`src/rtl/fetch_unit.sv`:
```
// Instruction fetch unit: IDLE/FETCH/VALID/UPDATE sequencer that fetches a
// half-word instruction at PC, holds it in IR, and applies the next-PC choice.
module fetch_unit #(
  parameter logic [15:0] RESET_PC = 16'h0000,
  parameter int unsigned PC_STEP  = 2
) (
  input  logic        CLK,
  input  logic        Reset,
  input  logic        Start,
  input  logic        MemReady,
  input  logic [15:0] MemData,
  input  logic        Advance,
  input  logic [1:0]  PCSrc,
  input  logic        Zero,
  input  logic [15:0] BranchTarget,
  input  logic [15:0] JumpAddr,
  output logic        MemRead,
  output logic [15:0] MemAddr,
  output logic [15:0] PC,
  output logic [15:0] IR,
  output logic        IRValid,
  output logic [13:0] LeftShiftedIR,
  output logic [1:0]  TwoBitsPC
);

  localparam int unsigned W = 16;

  typedef enum logic [1:0] {
    IDLE   = 2'd0,
    FETCH  = 2'd1,
    VALID  = 2'd2,
    UPDATE = 2'd3
  } state_e;

  state_e       state_q, state_d;
  logic [W-1:0] pc_q, pc_d;
  logic [W-1:0] ir_q, ir_d;
  logic [W-1:0] pend_q, pend_d;
  logic         mem_read_q, mem_read_d;
  logic         ir_valid_q, ir_valid_d;
  logic [W-1:0] pc_seq;
  logic [W-1:0] pc_sel;

  // Next-PC candidate; wraps modulo 2^16 and is forced half-word aligned.
  always_comb begin
    pc_seq = W'(pc_q + W'(PC_STEP));
    pc_sel = pc_seq;
    case (PCSrc)
      2'b00:   pc_sel = pc_seq;
      2'b01:   pc_sel = Zero ? BranchTarget : pc_seq;
      2'b10:   pc_sel = JumpAddr;
      default: pc_sel = pc_q;
    endcase
    pc_sel[0] = 1'b0;
  end

  always_comb begin
    state_d = state_q;
    pc_d    = pc_q;
    ir_d    = ir_q;
    pend_d  = pend_q;
    case (state_q)
      IDLE: begin
        if (Start) state_d = FETCH;
      end
      FETCH: begin
        if (MemReady) begin
          ir_d    = MemData;
          state_d = VALID;
        end
      end
      VALID: begin
        if (Advance) begin
          pend_d  = pc_sel;
          state_d = UPDATE;
        end
      end
      UPDATE: begin
        pc_d    = pend_q;
        state_d = Start ? FETCH : IDLE;
      end
      default: state_d = IDLE;
    endcase
    // Status flags are registered alongside the state they decode.
    mem_read_d = (state_d == FETCH);
    ir_valid_d = (state_d == VALID);
  end

  always_ff @(posedge CLK or posedge Reset) begin
    if (Reset) begin
      state_q    <= IDLE;
      pc_q       <= RESET_PC;
      ir_q       <= '0;
      pend_q     <= RESET_PC;
      mem_read_q <= 1'b0;
      ir_valid_q <= 1'b0;
    end else begin
      state_q    <= state_d;
      pc_q       <= pc_d;
      ir_q       <= ir_d;
      pend_q     <= pend_d;
      mem_read_q <= mem_read_d;
      ir_valid_q <= ir_valid_d;
    end
  end

  assign MemRead       = mem_read_q;
  assign MemAddr       = pc_q;
  assign PC            = pc_q;
  assign IR            = ir_q;
  assign IRValid       = ir_valid_q;
  assign LeftShiftedIR = {ir_q[11:0], 2'b00};
  assign TwoBitsPC     = pc_q[15:14];

endmodule

```
`config.mk`:
```
export PLATFORM = sky130hd
export DESIGN_NAME = fetch_unit
export DESIGN_NICKNAME = d
export VERILOG_FILES = /design/src/rtl/fetch_unit.sv
export SDC_FILE = /design/constraint.sdc
export NUM_CORES = 1
export LEC_CHECK = 0
export ABC_CLOCK_PERIOD_IN_PS = 2100
export BUFFER_PORTS_ARGS = -buffer_cell sky130_fd_sc_hd__buf_4
export CORE_UTILIZATION = 48
export CTS_BUF_LIST = sky130_fd_sc_hd__clkbuf_16
export CTS_CLUSTER_DIAMETER = 50
export DETAILED_ROUTE_END_ITERATION = 16
export PLACE_DENSITY_LB_ADDON = 0.25
export SKIP_LAST_GASP = 1
export SYNTH_ARGS = -nofsm -noshare
export SYNTH_HDL_FRONTEND = slang
export SYNTH_SLANG_ARGS = --single-unit
```
`constraint.sdc`:
```
create_clock -name CLK -period 2.1 [get_ports CLK]
set_clock_uncertainty 0.1 [all_clocks]
set_input_delay 0 -clock CLK [delete_from_list [all_inputs] [get_ports CLK]]
set_output_delay 0 -clock CLK [all_outputs]
set_load 0.005 [all_outputs]
```
==> results.md <==
- Outcome: completed
- DR vias: 2452
- Initial antenna violation count: 0
- Worst-Skew Late Latency: 0.29 ns
- Hpwl dp: 4.64 mm
- Critical path class: reg -> reg
- Mean post-synth cell area: 10.5 sq um
- DP Area: 3560 sq um
- Power Total: 5.17 mW
- Vias per std cell: 5.37
- Largest net degree at the start of global routing: 32
- GR Util met1: 0.296
- H-tree level count: 2
- Gr usage total: 0.232
- Worst Path Max Fanout: 9
- Most common cell after layout, fill and taps aside: buf_4
- Post-Synth Adder-Cell Area: 0.00438
- Largest family of logic cells by synthesized area: compound AO/OA/AOI/OAI gates
- Post-Route WL: 7.18 mm
- Worst Path Required: 2.23 ns
- Detail Route Antenna Nets: 0
- Busiest grt layer: met2
- Max IR drop VDD: 615 uV
- Post-synth top area cell: dfrtp_1
- Vias in the first global route: 2290
- Fmax: 0.533 GHz
- Cell variety after synth: 46
- WP data arrival: 2.01 ns
- I/O Pins: 122
- Clock tree sinks: 50
- Die H: 79.1 microns
- # rows: 27
- Initial DRC count: 124
- Worst Setup Start Kind: register
- Pre-CTS WS: 0.274 ns
- Post-Syn Area: 2850 sq um
- Pwr per Cell Area: 1290 nW/um^2
- Layout cell share with drive strength beyond 1: 0.442
- Synth Register Bits: 50
- Syn Inst Count: 271
- Setup violations, final: 0
- Synth top area cells: dfrtp_1, mux2_2, buf_4
- Maxcap violations: 0
- Total grt overflow: 0
- Met3 global-route usage: 0.0379
- Port Buf Inserts: 115
- Post-synthesis sequential area ratio: 0.438
- Yosys warnings: 0
- CORE AREA: 5610 sq um
- Mux contribution to synthesized area: 0.138
- Fin. Hold Viols: 0
- RSZ-0062 raised after global routing: false
- Die Footprint: 6260 sq um
- Setup_tns: 0 ns
- Synth Area in XOR/XNOR: 0.0184
- GPL Wtd Cong: 0.824
- Hold Crit Class: in -> reg
- Slew Limit Headroom: 0.552
- Final Critical Period: 1.88 ns
- 1st-pass router iterations: 4
- First-pass GRT wire length: 11.2 mm
- Global-route met2 utilization: 0.403
- Starting Density: 0.509
- Synth top area share: 0.438
- P&R area growth vs syn: 40.4%
- WL/cell: 15.7 microns
- Commonest non-fill, non-tap cells in the layout: buf_4, dfrtp_1, mux2_2, dlygate4sd3_1, nand2_1
- Die width: 79.1 microns
- Number of synthesized flops with an enable pin: 0
- P_leak: 1.83 nW
- Total CTS buffers: 5
- TritonCTS clock tree: done
- CTS clk-pin slew, worst paths: 0.07 ns
- Clock root cell: clkbuf_16
- Ant. Diodes: 0
- Top_reg_cell synth: dfrtp_1
- Worst hold slack: 0.0286 ns
- Post-layout net count: 441
- Slew Viols, Final: 0
- Worst setup EP type: register
- Clk buf depth: 2
- Drt drc: 0
- Design Area, Final: 4010 sq um
- Synth Area in Simple Gates: 0.128
- Tcrit/Tclk final: 0.894
- Post-cts sizing count: 0
- Fraction of registers with async set/reset: 1.00
- Worst-Margin Slew: 0.672 ns
- Fin worst setup slack: 0.223 ns
- Post-synthesis compound-gate area fraction: 0.150
[power breakdown]
part | switching, mW | leakage, nW | internal [mW]
clock | 0.342 | 0.0812 | 0.557
sequential | 0.537 | 0.594 | 1.44
combinational | 0.842 | 1.16 | 1.45
total | 1.72 | 1.83 | 3.45
[flip-flops by register name, summed over array words and instances, names as in the netlist]
register	count
IR	16
MemAddr	15
MemRead	1
state_q	2
IRValid	1
pend_q	15
[metrics by stage]
step / std cells / util
CTS: 457 / 0.714
finish: 457 / 0.714
detailed placement: 421 / 0.635
global route: 457 / 0.714
floorplan: 274 / -
global placement: 421 / 0.635
[critical path: stages (launching register included)]
cell and delay [ns]:
dfrtp_1 0.48, ha_1 0.29, nand3_2 0.23, xnor2_1 0.20, a222oi_1 0.31, mux2_2 0.21
[area by class of cell]
cell class / count / area, sq um
Tap cell: 72 / 90.1
Sequential cell: 50 / 1250
Timing Repair Buffer: 151 / 1200
Fill cell: 432 / 1600
Multi-Input combinational cell: 169 / 1270
Inverter: 7 / 26.3
Clock inverter: 3 / 41.3
Clock buffer: 5 / 125
[synthesized netlist by cell type, types with 2 or more instances]
cell	count
nand3_1	2
nor4_2	2
a22o_1	9
nand3b_1	5
nor2b_1	4
mux2_1	7
inv_1	5
a221oi_1	9
xnor2_1	5
o211ai_1	4
nand2_1	14
buf_4	33
mux2_2	28
nand4_1	3
a21oi_1	9
nand2b_1	4
o21a_1	3
nor2_1	9
nand4_2	2
buf_2	12
inv_2	2
clkbuf_1	2
o22ai_1	7
nor3_1	6
a31oi_1	3
nand3_2	2
or3_1	2
o21ai_1	6
o21ai_0	6
dfrtp_1	50
[path summary, 6_finish.rpt]
check	start	slack, ns	cells past startpoint	end
worst min-delay path	JumpAddr[4]	0.03	4	pend_q[4]
worst min register to register	pend_q[3]	0.38	2	pend_q[3]
worst max register to register	MemAddr[2]	0.22	5	pend_q[5]
max in group asynchronous	Reset	1.01	4	IRValid
min in group asynchronous	Reset	0.28	3	IR[10]
worst max-delay path	MemAddr[2]	0.22	5	pend_q[5]
[repair_timing]
item / in CTS / in global routing
setup buffers: 0 / 0
hold buffers: 28 / 0
endpoints found under the hold margin: 55 / 0
[logic make-up after synthesis]
kind of cell	after synthesis
simple gates	61
xor+xnor	6
flops	50
compound gates	62
other cells	1
buf+inv	55
mux	35
fa+ha+maj	1
[layer usage]
metal / vias up / wire length [microns]
li1: 1184 / -
met1: 1167 / 3170
met2: 95 / 3540
met3: 6 / 409
met4: 0 / 61
met5: - / 0
Note: power is estimated with default switching activity, not from simulation.
